[config.mk]
export PLATFORM = sky130hd
export DESIGN_NAME = pal_cfg_loader
export DESIGN_NICKNAME = d
export VERILOG_FILES = /design/src/rtl/pal_cfg_pkg.sv /design/src/rtl/pal_cfg_serializer.sv /design/src/rtl/pal_cfg_loader.sv
export SDC_FILE = /design/constraint.sdc
export NUM_CORES = 1
export LEC_CHECK = 0
export BUFFER_PORTS_ARGS = -buffer_cell sky130_fd_sc_hd__buf_2
export CORE_UTILIZATION = 40
export DETAILED_ROUTE_END_ITERATION = 8
export PLACE_DENSITY_LB_ADDON = 0.2
export RECOVER_POWER = 100
export SYNTH_ARGS = -nofsm -noshare
export SYNTH_HDL_FRONTEND = slang
export SYNTH_HIERARCHICAL = 1
export SYNTH_SLANG_ARGS = --single-unit
[constraint.sdc]
create_clock -name CLK -period 4.52 [get_ports CLK]
set_input_delay 0.904 -clock CLK [delete_from_list [all_inputs] [get_ports CLK]]
set_output_delay 0.904 -clock CLK [all_outputs]
set_load 0.005 [all_outputs]
[src/rtl/pal_cfg_pkg.sv]
// Shared definitions for the PAL configuration loader: PAL geometry,
// default bitstream length, CRC polynomial, state encoding and the
// byte-wide CRC-8 update used by the loader.
package pal_cfg_pkg;

  // PAL geometry: inputs, product terms, outputs.
  localparam int PAL_N = 8;
  localparam int PAL_M = 16;
  localparam int PAL_P = 8;

  // AND plane carries true and complement of every input per product term,
  // OR plane selects product terms per output.
  localparam int CFG_BITS_DEFAULT = 2 * PAL_N * PAL_M + PAL_M * PAL_P;

  // CRC-8, init 0x00, MSB-first, unreflected, no final XOR.
  localparam logic [7:0] CRC_POLY_DEFAULT = 8'h07;

  typedef enum logic [1:0] {
    ST_IDLE  = 2'd0,
    ST_LOAD  = 2'd1,
    ST_CHECK = 2'd2,
    ST_APPLY = 2'd3
  } cfg_state_e;

  // Folds one data byte into the running CRC, eight polynomial steps unrolled.
  function automatic logic [7:0] crc8_byte(input logic [7:0] crc,
                                           input logic [7:0] data,
                                           input logic [7:0] poly);
    logic [7:0] c;
    c = crc ^ data;
    for (int i = 0; i < 8; i++) begin
      if (c[7]) begin
        c = {c[6:0], 1'b0} ^ poly;
      end else begin
        c = {c[6:0], 1'b0};
      end
    end
    return c;
  endfunction

endpackage

[src/rtl/pal_cfg_serializer.sv]
// Byte-in / bit-out shift register feeding the PAL's serial config input.
// A new byte can be taken while the last bit of the current one is on the
// wire, so back-to-back bytes produce a gapless bit stream.
module pal_cfg_serializer (
  input  logic       clk,
  input  logic       srst,
  input  logic       en_i,
  input  logic [7:0] data_i,
  input  logic       valid_i,
  output logic       ready_o,
  output logic       cfg_out_o,
  output logic       cfg_shift_o,
  output logic       last_bit_o
);

  logic [7:0] sr_q;
  logic [7:0] sr_d;
  logic [2:0] cnt_q;
  logic [2:0] cnt_d;
  logic       full_q;
  logic       full_d;
  logic       accept;

  assign last_bit_o  = full_q && (cnt_q == 3'd7);
  assign ready_o     = en_i && (!full_q || last_bit_o);
  assign accept      = ready_o && valid_i;
  assign cfg_shift_o = full_q;
  assign cfg_out_o   = full_q && sr_q[7];

  // Shift one bit per cycle while loaded; a fresh byte overrides the shift.
  always_comb begin
    sr_d   = sr_q;
    cnt_d  = cnt_q;
    full_d = full_q;
    if (full_q) begin
      sr_d  = {sr_q[6:0], 1'b0};
      cnt_d = cnt_q + 3'd1;
      if (cnt_q == 3'd7) begin
        full_d = 1'b0;
      end
    end
    if (accept) begin
      sr_d   = data_i;
      cnt_d  = 3'd0;
      full_d = 1'b1;
    end
  end

  // Shift register, bit counter and occupancy flag.
  always_ff @(posedge clk) begin
    if (srst) begin
      sr_q   <= 8'h00;
      cnt_q  <= 3'd0;
      full_q <= 1'b0;
    end else begin
      sr_q   <= sr_d;
      cnt_q  <= cnt_d;
      full_q <= full_d;
    end
  end

endmodule

[src/rtl/pal_cfg_loader.sv]
// PAL configuration front end: takes the bitstream as bytes, serialises it
// MSB-first to the PAL, checks the trailing CRC-8 byte and only then
// strobes the PAL enable. A bitstream with a bad CRC is never applied.
module pal_cfg_loader
  import pal_cfg_pkg::*;
#(
  parameter int         CFG_BITS = CFG_BITS_DEFAULT,
  parameter logic [7:0] CRC_POLY = CRC_POLY_DEFAULT
) (
  input  logic       CLK,
  input  logic       RES,
  input  logic       START,
  input  logic [7:0] DIN,
  input  logic       DIN_VALID,
  output logic       DIN_READY,
  output logic       CFG_OUT,
  output logic       CFG_SHIFT,
  output logic       CFG_APPLY,
  output logic       BUSY,
  output logic       DONE,
  output logic       ERR
);

  localparam int                NBYTES   = CFG_BITS / 8;
  localparam int                BYTE_W   = $clog2(NBYTES + 1);
  localparam logic [BYTE_W-1:0] NBYTES_C = BYTE_W'(NBYTES);

  localparam logic [1:0] IDLE  = ST_IDLE;
  localparam logic [1:0] LOAD  = ST_LOAD;
  localparam logic [1:0] CHECK = ST_CHECK;
  localparam logic [1:0] APPLY = ST_APPLY;

  logic [1:0]        state_q;
  logic [1:0]        state_d;
  logic [BYTE_W-1:0] byte_cnt_q;
  logic [BYTE_W-1:0] byte_cnt_d;
  logic [7:0]        crc_q;
  logic [7:0]        crc_d;
  logic              apply_q;
  logic              apply_d;
  logic              done_q;
  logic              done_d;
  logic              err_q;
  logic              err_d;

  logic ser_en;
  logic ser_ready;
  logic ser_last;
  logic data_acc;

  // Data bytes are only offered to the serializer until the full payload is in;
  // this also keeps an early CRC byte out of the data path.
  assign ser_en   = (state_q == LOAD) && (byte_cnt_q < NBYTES_C);
  assign data_acc = ser_ready && DIN_VALID;

  pal_cfg_serializer u_ser (
    .clk         (CLK),
    .srst        (RES),
    .en_i        (ser_en),
    .data_i      (DIN),
    .valid_i     (DIN_VALID),
    .ready_o     (ser_ready),
    .cfg_out_o   (CFG_OUT),
    .cfg_shift_o (CFG_SHIFT),
    .last_bit_o  (ser_last)
  );

  assign DIN_READY = ser_ready || (state_q == CHECK);
  assign BUSY      = (state_q != IDLE);
  assign CFG_APPLY = apply_q;
  assign DONE      = done_q;
  assign ERR       = err_q;

  // Load sequencing, CRC accumulation and the apply/error decision.
  always_comb begin
    state_d    = state_q;
    byte_cnt_d = byte_cnt_q;
    crc_d      = crc_q;
    apply_d    = 1'b0;
    done_d     = done_q;
    err_d      = err_q;
    case (state_q)
      IDLE: begin
        if (START) begin
          done_d     = 1'b0;
          err_d      = 1'b0;
          crc_d      = 8'h00;
          byte_cnt_d = '0;
          state_d    = LOAD;
        end
      end
      LOAD: begin
        if (data_acc) begin
          crc_d = crc8_byte(crc_q, DIN, CRC_POLY);
          if (byte_cnt_q != NBYTES_C) begin
            byte_cnt_d = byte_cnt_q + BYTE_W'(1);
          end
        end
        // Only the final byte's last bit can coincide with a full byte count.
        if ((byte_cnt_q == NBYTES_C) && ser_last) begin
          state_d = CHECK;
        end
      end
      CHECK: begin
        if (DIN_VALID) begin
          if (DIN == crc_q) begin
            state_d = APPLY;
          end else begin
            err_d   = 1'b1;
            state_d = IDLE;
          end
        end
      end
      APPLY: begin
        apply_d = 1'b1;
        done_d  = 1'b1;
        state_d = IDLE;
      end
      default: begin
        state_d = IDLE;
      end
    endcase
  end

  // State, counters and status flags; reset aborts any load without applying.
  always_ff @(posedge CLK) begin
    if (RES) begin
      state_q    <= IDLE;
      byte_cnt_q <= '0;
      crc_q      <= 8'h00;
      apply_q    <= 1'b0;
      done_q     <= 1'b0;
      err_q      <= 1'b0;
    end else begin
      state_q    <= state_d;
      byte_cnt_q <= byte_cnt_d;
      crc_q      <= crc_d;
      apply_q    <= apply_d;
      done_q     <= done_d;
      err_q      <= err_d;
    end
  end

endmodule

Word level (Yosys, flattened, before mapping)
Index checks and enable logic that the tools add are counted.
{"block": "classes", "add_sub_neg": 2, "multipliers": 0, "div_mod_pow": 0, "n_lt_le_gt_ge": 1, "eq_ne": 13, "n_shift": 0, "muxes": 45, "n_bitwise": 9, "reduce_logical": 21}
{"operator": "$mux 8", "n": 18}
{"operator": "$mux 3", "n": 8}
{"operator": "$not 3->3", "n": 8}
{"operator": "$mux 6", "n": 3}
{"operator": "$pmux 8 s2", "n": 1}
{"operator": "$pmux 6 s2", "n": 1}
{"operator": "$reduce_bool 2->1", "n": 5}
{"operator": "$eq 8x8->1", "n": 1}
{"operator": "$mux 2", "n": 4}
{"operator": "$ne 2x2->1 const B", "n": 4}
{"operator": "$pmux 2 s4", "n": 1}
{"operator": "$reduce_and 4->1", "n": 2}
{"operator": "$xor 8x8->8", "n": 1}
{"operator": "$mux 1", "n": 7}
{"operator": "$add 6x1->6 const B", "n": 1}
{"operator": "$eq 6x6->1 const B", "n": 1}
{"operator": "$logic_and 1x1->1", "n": 6}
{"operator": "$lt 6x6->1 const B", "n": 1}
{"operator": "$ne 6x6->1 const B", "n": 1}
{"operator": "$reduce_and 3->1", "n": 2}
{"operator": "$eq 2x2->1 const B", "n": 2}
{"operator": "$ne 2x1->1 const B", "n": 2}
{"operator": "$pmux 1 s2", "n": 2}
{"operator": "$add 3x1->3 const B", "n": 1}
{"operator": "other kinds (7)", "n": 8}
{"block": "totals", "ff_bits": 31, "latchBits": 0, "ram_bits": 0, "mem_bits_ro": 0, "output_inout_bits": 7, "memories": 0}

Depth between registers and ports, before layout
Gate-level depths: netlist of the first run.
{"block": "logic_depth", "depth_word": 35, "ltp_mapped": 8, "depth_no_buf": 8}

Hierarchy
The synthesis of the first run kept the hierarchy.
{"mod": "pal_cfg_loader", "instances": 1, "cells_each": 124, "area_per_inst_um2": 1158.6, "seq_area_each_um2": 380.4}
{"mod": "pal_cfg_serializer", "instances": 1, "cells_each": 57, "area_per_inst_um2": 578.1, "seq_area_each_um2": 240.2}

Worst setup path before layout of the first run
OpenSTA, ideal clock, no wires.
{"block": "synth_path", "path_kind": "reg2out", "start": "reg u_ser.cnt_q[0]", "end": "out DIN_READY", "t_arrival_ns": 1.202, "slack_ns": 2.414, "path_stages_with_launch": 6, "path_buffers": 0, "cell_sequence": "dfxtp_1 > ha_1 > ha_1 > nand2b_2 > and2_1 > a21o_1"}
{"block": "synth_between", "elab_chain_len": 5}
{"element": "start, declared", "line": "pal_cfg_serializer.sv:18", "rtl": "logic [2:0] cnt_q;"}
{"element": "start signal, assigned", "line": "pal_cfg_serializer.sv:57", "rtl": "cnt_q <= cnt_d;"}
{"element": "$eq 3x3->1", "line": "pal_cfg_serializer.sv:24", "rtl": "assign last_bit_o = full_q && (cnt_q == 3'd7);"}
{"element": "$logic_and 1x1->1", "line": "pal_cfg_serializer.sv:24"}
{"element": "$logic_or 1x1->1", "line": "pal_cfg_serializer.sv:25", "rtl": "assign ready_o = en_i && (!full_q || last_bit_o);"}
{"element": "$logic_and 1x1->1", "line": "pal_cfg_serializer.sv:25"}
{"element": "net ser_ready", "line": "pal_cfg_loader.sv:47", "rtl": "logic ser_ready;"}
{"element": "$logic_or 1x1->1", "line": "pal_cfg_loader.sv:68", "rtl": "assign DIN_READY = ser_ready || (state_q == CHECK);"}
{"element": "end, declared", "line": "pal_cfg_loader.sv:15", "rtl": "output logic DIN_READY,"}
The timed path passes the listed nets, and every way through them passes these cells.

Final worst setup path of the first run
{"block": "layout_path", "start": "reg u_ser.full_q (netlist: u_ser/cfg_shift_o)", "end": "out DIN_READY"}
{"block": "layout_between", "elab_chain_len": 4, "elab_cells_between_ends": 5, "classes_between": "reduce/logical: 5"}
{"element": "start, declared", "line": "pal_cfg_serializer.sv:20", "rtl": "logic full_q;"}
{"element": "start signal, assigned", "line": "pal_cfg_serializer.sv:58", "rtl": "full_q <= full_d;"}
{"element": "$logic_not 1->1 / $logic_and 1x1->1 (equally long branches)", "line": "pal_cfg_serializer.sv:25, pal_cfg_serializer.sv:24"}
{"element": "$logic_or 1x1->1 (*)", "line": "pal_cfg_serializer.sv:25"}
{"element": "$logic_and 1x1->1 (*)", "line": "pal_cfg_serializer.sv:25"}
{"element": "net ser_ready", "line": "pal_cfg_loader.sv:47"}
{"element": "$logic_or 1x1->1 (*)", "line": "pal_cfg_loader.sv:68"}
The timed path passes the listed nets; every way through them passes the cells marked *.

==> impl_results.md, run 1 <==
- Antenna Nets Post-Route: 0
- Yosys cell types: 44
- FF-to-FF Start: state_q[1]
- Via count: ~1400
- Root buffer cell: clkbuf_8
- Routed wl met2: 1700 microns
- Top layer reached by signal wires: met4
- Antenna violations before repair: 0
- Hold EP: DONE
- Total global routing overflow: 0
- Fillcell total: ~420
- Number of remaining DRC errors: 0
- Routed vias/inst: 5.46
- Vias in the first global route: 1291
- Worst path cell trace: nand2b_2, and2_0, a21o_1, clkbuf_1
- Post-CTS sizing: 0
- Leak: roughly 0.00075 uW
- Worst R2R End: byte_cnt_q[5]
- Total power draw: 670 uW
- Post-Route M1 WL: 1710 microns
- Die H: 67.9 microns
- Die Footprint: 4610 sq um
- Clock Latency Late Sink: around 290 ps
- Core ar.: slightly above 4000 sq um
- Worst Skew: around 8 ps
- Critical-path top delay cell: dfxtp_1
- Pin count of the biggest net entering global routing: 25
- Utilization after layout: a little under half
- Setup TNS: 0 ps
- Outcome: finished, final reports clean
- # setup viols final: 0
- Avg WL per Cell: 14.6 microns
- Hold WS: around 470 ps
- Worst EP arrival: 1740 ps
- Ys flop type: dfxtp_1
- Final Hold Vio Count: 0
- Minimum clock period: 2640 ps
- Clock Path Buffers: 2
- Die width: 67.9 microns
- Met3 wire length: 168 microns
- Share of layout cells above drive strength 1: 14.5%
- Synth-to-Final Area Change: 12.2%
- Diodes inserted: 0
- H-tree lvl count: 2
- Non-filler instance count after layout: 250
- Pwr Density: 344 nW/um^2
- Post-CTS Setup Inserts: 0
- Fin crit share: 58.4%
- Mapped cell area: 1740 sq um
- Unrepaired setup endpoints after global routing: no
- Post-synth EDFFs: 0
- R2R Setup Slk: 2150 ps
- Syn avg cell area: 9.59 sq um
- Hold_sp: DONE
- Buffers on Ports: 18
- Pin slew with the least headroom to its limit: 1020 ps
- Setup CP Type: flop to primary output
- F_max: approximately 380 MHz
- Placed insts: 242
- Final-stage net count: 218
- Max-cap violations: 0
- Mapped Cells: 181
- DPL Wire Length: between 2000 and 3000 microns
- Setup crit end kind: primary output
- WP data required: 3620 ps
- Syn Nets: 200
- Path category of the worst min-delay check: flop to flop
- First-pass GRT wire length: 6150 microns
- Clock transition at path regs: around 60 ps
- CP peak stage delay: ~770 ps
- Site Rows: 23
- DR iter-0 viols: between 100 and 150
- Hold depth: 2
- CP startpoint kind: flop
- Peak VDD IR: 0.000176 V
- Worst slew margin: 32.0%
- Clock buffer count from CTS: 5
- Async set-reset flop share out of synthesis: 0%
- CTS tree: yes
- Reg2reg path depth: 7
- Final Wtd Congestion: 0.798
- I/O pin total: 19
- 1st-pass router iterations: 4
- GRT Total Usage: 18.6%
- Clk sink count: 31
- Total Routed Length: 3650 microns
- Final max-slew violation count: 0
- Post-CTS Hold Buffers: 0
- Synthesized flop and latch total: 31
- Ys Warns: 6
- Starting Density: between 40 and 50%
- Sequential share of the synthesized area: 35.7%
- Critical path peak fanout: 16
-- synth_stat cells (all sizes together) (5+ instances only) --
library cell  count  area, sq um
dfxtp            31          621
xnor2            18          184
nor2             15         56.3
nor3             11         55.1
a21oi            10         50.1
mux2i            10          100
a211oi            9         67.6
ha                7         87.6
nand3             7         35.0
nand2             5         21.3
-- critical path, delay by kind of cell, from the launching register on --
kind	cells	cell delay, ps
flip-flops	1	770
AND/OR/NAND/NOR	2	410
AO/OA/AOI/OAI	1	160
buffers and inverters	1	100
-- flip-flops by register name (all words and copies together) (netlist names) --
name,count
CFG_APPLY,1
u_ser/sr_q,8
u_ser/cfg_shift_o,1
crc_q,8
state_q,2
byte_cnt_q,6
ERR,1
u_ser/cnt_q,3
DONE,1
-- worst max path at each step --
stage	startpoint	end	depth (start not counted)
after global routing	u_ser/cfg_shift_o	DIN_READY	4
after global placement	DIN[4]	state_q[1]	7
final	u_ser/cfg_shift_o	DIN_READY	4
after floorplan	u_ser/cnt_q[0]	DIN_READY	5
after CTS	u_ser/cfg_shift_o	DIN_READY	4
after detailed placement	state_q[1]	byte_cnt_q[5]	7
-- area by class of cell --
cell class,instances,area [sq um],area share (%)
Inverter,4,15.0,0.770
Clock buffer,6,82.6,4.24
Clock inverter,2,35.0,1.80
Tap cell,50,62.6,3.21
Timing Repair Buffer,18,85.1,4.36
Multi-Input combinational cell,139,1050,53.8
Sequential cell,31,621,31.8
-- layout by cell type (no fill, tap or decap), types with 3 or more instances in the layout --
cell type	netlist	layout
nor2_1	15	15
a211oi_1	9	9
inv_1	4	4
buf_2	1	14
nand4_1	3	3
nor3_1	11	11
a21oi_1	10	10
a22o_1	3	3
xor2_1	3	3
ha_1	7	7
nand3_1	7	7
clkbuf_1	3	4
xnor2_1	16	16
dfxtp_1	31	31
o21ai_0	3	3
nand2_1	4	5
clkbuf_8	0	6
mux2i_1	10	10
-- metrics by stage --
| stage | area [sq um] | setup WS [ps] |
|---|---|---|
| final | 1950 | 1880 |
| after detailed placement | 1840 | 2160 |
| after global placement | 1840 | 2230 |
| after CTS | 1960 | 1870 |
| after global routing | 1950 | 1740 |
| after floorplan | 1740 | 2410 |
-- logic make-up after synthesis --
family / synth area share (%)
compound gates: 14.9
mux: 5.76
simple gates: 18.7
fa+ha+maj: 5.04
flops: 35.7
xor+xnor: 16.1
buf+inv: 3.75
-- layer usage --
metal	vias to the layer above	GRT usage, %
met5	-	0
met4	0	9.38
met3	4	5.50
met2	27	28.6
met1	647	23.6
li1	688	-
-- where the power goes --
part           leakage (uW)  total, uW  internal [uW]  switching [uW]
clock             0.0000612        286            178             107
sequential         0.000252        293            283            10.5
combinational      0.000438       91.6           44.6            47.0
total              0.000751        670            505             165
(Power assumes the default switching activity.)
==> run 2, diff against run 1 <==
==> constraint.sdc (replaced) <==
create_clock -name CLK -period 2.74 [get_ports CLK]
set_input_delay 0.548 -clock CLK [delete_from_list [all_inputs] [get_ports CLK]]
set_output_delay 0.548 -clock CLK [all_outputs]
set_load 0.005 [all_outputs]
==> run 2 against run 1 <==
  * Die area unchanged
  * Utilization increased by 0.25 points
  * Flip-flop and latch count unchanged
  * Design area increased by 0.51%
  * Largest power group unchanged
  * Via count increased by 1.5%
  * Clock-buffer cell count unchanged
  * Setup slack got worse by 1500 ps
  * Routed wire length decreased by 0.66%
  * Critical path depth increased by 3
==> impl_results.md, run 2 (synthesized netlist as in run 1, its figures left out) <==
- GRT Total Usage: 17.7% (-0.91 points)
- Setup CP Type: flop to flop
- Clock transition at path regs: 70 ps (about the same)
- Routed wl met2: 1660 microns (-2.2%)
- Top layer reached by signal wires: met4
- Clock Latency Late Sink: 280 ps (about the same)
- Leak: 0.000760 uW (+1.2%)
- Setup TNS: 0 ps (unchanged)
- Fin crit share: 86.8%
- Biggest regs: crc_q x8, u_ser/sr_q x8, byte_cnt_q x6
- Die width: 67.9 microns (unchanged)
- Peak VDD IR: 0.000262 V (+49%)
- Worst Skew: 6.06 ps (-1.84 ps)
- Met3 wire length: 116 microns (-31%)
- Setup crit end kind: flop
- Pin count of the biggest net entering global routing: 25 (unchanged)
- Via count: 1387 (+1.5%)
- H-tree lvl count: 2 (unchanged)
- Final-stage net count: 220 (+0.92%)
- Buffers on Ports: 18 (unchanged)
- Routed vias/inst: 5.50 (+0.73%)
- Total Routed Length: 3630 microns (-0.66%)
- Die H: 67.9 microns (unchanged)
- Post-CTS Setup Inserts: 0 (unchanged)
- Antenna violations before repair: 0 (unchanged)
- Unrepaired setup endpoints after global routing: no
- Site Rows: 23 (unchanged)
- Post-Route M1 WL: 1760 microns (+2.8%)
- Commonest non-fill, non-tap cell in the layout: dfxtp_1
- Clock Path Buffers: 2 (unchanged)
- First-pass GRT wire length: 5970 microns (-3.0%)
- Root buffer cell: clkbuf_8
- Worst EP arrival: 2590 ps (+850 ps)
- Pwr Density: 561 nW/um^2 (+63%)
- Path category of the worst min-delay check: flop to flop
- 1st-pass router iterations: 4 (unchanged)
- DPL Wire Length: 2680 microns (-1.0%)
- Share of layout cells above drive strength 1: 15.3% (+0.85 points)
- Die Footprint: 4610 sq um (unchanged)
- Minimum clock period: approximately 2400 ps
- Diodes inserted: 0 (unchanged)
- Core ar.: 4090 sq um (unchanged)
- Antenna Nets Post-Route: 0 (unchanged)
- Post-CTS sizing: 0 (unchanged)
- Synth-to-Final Area Change: 12.8%
- Outcome: finished, final reports clean
- Setup ws final: 362 ps (-1520 ps)
- Critical path peak fanout: 13 (-3)
- CTS tree: yes
- WP data required: 2950 ps (-670 ps)
- Final max-slew violation count: 0 (unchanged)
- Total power draw: 1100 uW (+64%)
- Worst slew margin: 29.4% (-2.6 points)
- DR iter-0 viols: 68 (-53%)
- Pin slew with the least headroom to its limit: 1060 ps (+38.7 ps)
- Avg WL per Cell: 14.4 microns (-1.4%)
- Final Hold Vio Count: 0 (unchanged)
- # setup viols final: 0 (unchanged)
- Vias in the first global route: 1302 (+0.85%)
- Clk sink count: 31 (unchanged)
- DP Worst Slack: 406 ps (-1760 ps)
- Starting Density: 42.5% (unchanged)
- F_max: 421 MHz
- Most frequent cells in the layout: dfxtp_1 (31), xnor2_1 (16), buf_2 (16), nor2_1 (15), nor3_1 (11)
- Max-cap violations: 0 (unchanged)
- Number of remaining DRC errors: 0 (unchanged)
- Total global routing overflow: 0 (unchanged)
- CP startpoint kind: flop
- Clock buffer count from CTS: 5 (unchanged)
- Final Wtd Congestion: 0.825 (+3.5%)
- Post-CTS Hold Buffers: 0 (unchanged)
- I/O pin total: 19 (unchanged)
==> run 2: cell count changes in the layout (fill, tap and decap cells not counted) <==
| cell | before | now |
|---|---|---|
| and2_0 | 2 | 3 |
| and2_1 | 1 | 0 |
| buf_2 | 14 | 16 |
==> run 2: final timing paths <==
kind | slack [ps] | start | to | cells after the start
max | 360 | state_q[0] | byte_cnt_q[5] | 7
min | 480 | ERR | ERR | 2
max reg2reg | 360 | state_q[0] | byte_cnt_q[5] | 7
min reg2reg | 480 | ERR | ERR | 2
==> run 2: through the flow <==
stage	hold slack (ps)	instances	cell area (sq um)	util (%)
2_1_floorplan	460	181	1740	-
3_3_place_gp	457	244	1850	45.4
3_5_place_dp	465	244	1850	45.4
4_1_cts	479	252	1970	48.3
5_1_grt	521	252	1960	47.9
6_report	478	252	1960	47.9
==> run 2: layout make-up <==
class,count,area [sq um]
clock inverters,2,35.0
clock buffers,6,82.6
inverters,4,15.0
multi-input cells,139,1050
flip-flops and latches,31,621
well taps,50,62.6
repair buffers,20,95.1
fillers,403,2130
==> run 2: layer usage <==
| layer | global-route usage [%] | vias up |
|---|---|---|
| li1 | - | 697 |
| met1 | 22.5 | 661 |
| met2 | 28.0 | 21 |
| met3 | 4.17 | 8 |
| met4 | 8.85 | 0 |
| met5 | 0 | - |
==> run 2: power by group <==
group	internal, uW	switching, uW	leakage [uW]	total, uW
Sequential	466	12.2	0.000252	478
Clock	294	170	0.0000612	464
Combinational	74.5	82.4	0.000447	157
==> run 2: critical path, stage by stage, from the launching register on <==
cell and delay, ps:
dfxtp_1 550, nand2b_1 130, a21oi_1 270, and2_0 270, nand3_1 150, a21o_1 280
or4_1 520, a21oi_1 150
==> run 3, diff against run 2 <==
--- a/config.mk
+++ b/config.mk
@@ -8,7 +8,8 @@
 export BUFFER_PORTS_ARGS = -buffer_cell sky130_fd_sc_hd__buf_2
 export CORE_UTILIZATION = 40
 export DETAILED_ROUTE_END_ITERATION = 8
-export PLACE_DENSITY_LB_ADDON = 0.2
+export MAX_ROUTING_LAYER = met4
+export PLACE_DENSITY = 0.57
 export RECOVER_POWER = 100
 export SYNTH_ARGS = -nofsm -noshare
 export SYNTH_HDL_FRONTEND = slang
==> constraint.sdc (replaced) <==
create_clock -name CLK -period 2.74 [get_ports CLK]
set_input_delay 0.548 -clock CLK [delete_from_list [all_inputs] [get_ports CLK]]
set_output_delay 0.548 -clock CLK [all_outputs]
set_load 0.02 [all_outputs]
==> run 3 against run 2 <==
  * Clock-buffer cell count is the same
  * Critical path type is now flop to primary output
  * Combinational power up 3%
  * Non-clock buffer count is the same
  * Highest routed layer unchanged
  * Design area shrank 0.32%
  * Largest power group unchanged
==> impl_results.md, run 3 (synthesized netlist as in run 1, its figures left out) <==
- Hold depth: 2 (unchanged)
- Post-CTS Setup Inserts: 0 (unchanged)
- DR iter-0 viols: 83 (+22%)
- Core ar.: 4090 sq um (unchanged)
- Final Wtd Congestion: 0.826 (about the same)
- Antenna violations before repair: 0 (unchanged)
- Synth-to-Final Area Change: 12.5%
- Buffers on Ports: 18 (unchanged)
- Fin crit share: 87.2% (+0.39 points)
- Commonest non-fill, non-tap cell in the layout: dfxtp_1
- Unrepaired setup endpoints after global routing: no
- R2R Setup Slk: 360 ps (about the same)
- Clock Latency Late Sink: 280 ps (about the same)
- Outcome: finished, final reports clean
- Total global routing overflow: 0 (unchanged)
- Minimum clock period: 2390 ps (+10.7 ps)
- Worst R2R End: byte_cnt_q[5]
- First-pass GRT wire length: 5590 microns (-6.4%)
- Die Footprint: 4610 sq um (unchanged)
- Share of layout cells above drive strength 1: 12.9% (-2.5 points)
- CTS tree: yes
- WP data required: 2190 ps (-760 ps)
- GRT Total Usage: 17.2% (-0.52 points)
- Critical path peak fanout: 13 (unchanged)
- Worst EP arrival: 1840 ps (-750 ps)
- Die H: 67.9 microns (unchanged)
- Post-CTS sizing: 0 (unchanged)
- # setup viols final: 0 (unchanged)
- Max-cap violations: 0 (unchanged)
- Path category of the worst min-delay check: flop to flop
- Clock buffer count from CTS: 5 (unchanged)
- Leak: 0.000740 uW (-2.6%)
- Clk sink count: 31 (unchanged)
- Via count: 1371 (-1.2%)
- F_max: 419 MHz (-0.45%)
- Starting Density: 42.5% (unchanged)
- I/O pin total: 19 (unchanged)
- Reg2reg path depth: 7 (unchanged)
- Final Hold Vio Count: 0 (unchanged)
- Antenna Nets Post-Route: 0 (unchanged)
- Final max-slew violation count: 0 (unchanged)
- CP startpoint kind: flop
- Setup CP Type: flop to primary output
- H-tree lvl count: 2 (unchanged)
- Root buffer cell: clkbuf_8
- Met1 Use GR: 22.1% (-0.41 points)
- Post-CTS Hold Buffers: 0 (unchanged)
- Most frequent cells in the layout: dfxtp_1 (31), xnor2_1 (16), nor2_1 (15), nor3_1 (11), buf_2 (11)
- 1st-pass router iterations: 4 (unchanged)
- Biggest regs: crc_q x8, u_ser/sr_q x8, byte_cnt_q x6
- M3 GR Usage: 4.67% (+0.50 points)
- Hold EP: ERR
- Total power draw: 1100 uW (+0.19%)
- Peak VDD IR: 0.000264 V (+0.85%)
- DPL Wire Length: 2580 microns (-3.8%)
- Placement Cell Area: 1850 sq um (unchanged)
- Number of remaining DRC errors: 0 (unchanged)
- Worst slew margin: 29.5% (+0.14 points)
- Pin slew with the least headroom to its limit: 1060 ps (-2.03 ps)
- Avg WL per Cell: 14.0 microns (-2.7%)
- FF-to-FF Start: state_q[0]
- Clock Path Buffers: 2 (unchanged)
- Clock transition at path regs: 60 ps (about the same)
- Hold_sp: ERR
- Site Rows: 23 (unchanged)
- Pin count of the biggest net entering global routing: 25 (unchanged)
- Final-stage net count: 220 (unchanged)
- Design area: 1950 sq um (-0.32%)
- Die width: 67.9 microns (unchanged)
- Worst Skew: 6.38 ps (+0.319 ps)
- Pwr Density: 564 nW/um^2 (+0.51%)
- Vias in the first global route: 1236 (-5.1%)
- Fillcell total: 400 (-0.74%)
- Diodes inserted: 0 (unchanged)
- Setup TNS: 0 ps (unchanged)
- Total Routed Length: 3530 microns (-2.7%)
- Global route hottest layer: met2
- Met2 Use GR: 25.0% (-3.0 points)
- Routed vias/inst: 5.44 (-1.2%)
- Setup crit end kind: primary output
## run 3: changes by cell type in the layout (fill, tap and decap cells not counted)
cell / delta
and2_0: -1
and2_1: +1
clkbuf_1: +5
buf_2: -5
## run 3: area by class of cell
| cell class | count | area [sq um] | share of cell area (%) |
|---|---|---|---|
| inverters | 4 | 15.0 | 0.769 |
| clock inverters | 2 | 35.0 | 1.79 |
| well taps | 50 | 62.6 | 3.20 |
| multi-input cells | 139 | 1050 | 53.7 |
| repair buffers | 20 | 88.8 | 4.55 |
| clock buffers | 6 | 82.6 | 4.23 |
| flip-flops and latches | 31 | 621 | 31.8 |
## run 3: worst max-delay path by stage
stage	start	endpoint	slack [ps]	cells after the start
CTS	state_q[0]	byte_cnt_q[5]	420	7
floorplan	state_q[0]	byte_cnt_q[5]	680	8
finish	state_q[0]	DIN_READY	350	5
global placement	state_q[0]	byte_cnt_q[5]	520	7
global route	state_q[0]	byte_cnt_q[5]	180	7
detailed placement	state_q[0]	byte_cnt_q[5]	440	7
## run 3: critical path, cell delays in order, from the launching register on
cell	delay, ps
dfxtp_1	560
nand2b_1	140
a21oi_1	260
and2_0	260
a21o_1	120
clkbuf_1	230
## run 3: layer usage
layer / share of wire [%] / vias up / wire, microns
li1: - / 700 / -
met1: 48 / 637 / 1690
met2: 47 / 30 / 1650
met3: 3.9 / 4 / 138
met4: 1.2 / 0 / 43
met5: 0 / - / 0
## run 3: where the power goes
part           switching [uW]  internal [uW]
clock                     168            294
combinational            86.7           73.8
sequential               12.2            466
total                     267            834
## run 3: stage by stage
step           hold WS (ps)  instances  util (%)  setup slack, ps
2_1_floorplan           460        181         -              680
3_3_place_gp            451        244      45.4              516
3_5_place_dp            456        244      45.4              439
4_1_cts                 473        252      48.3              419
5_1_grt                 520        252      47.8              176
6_report                469        252      47.8              352
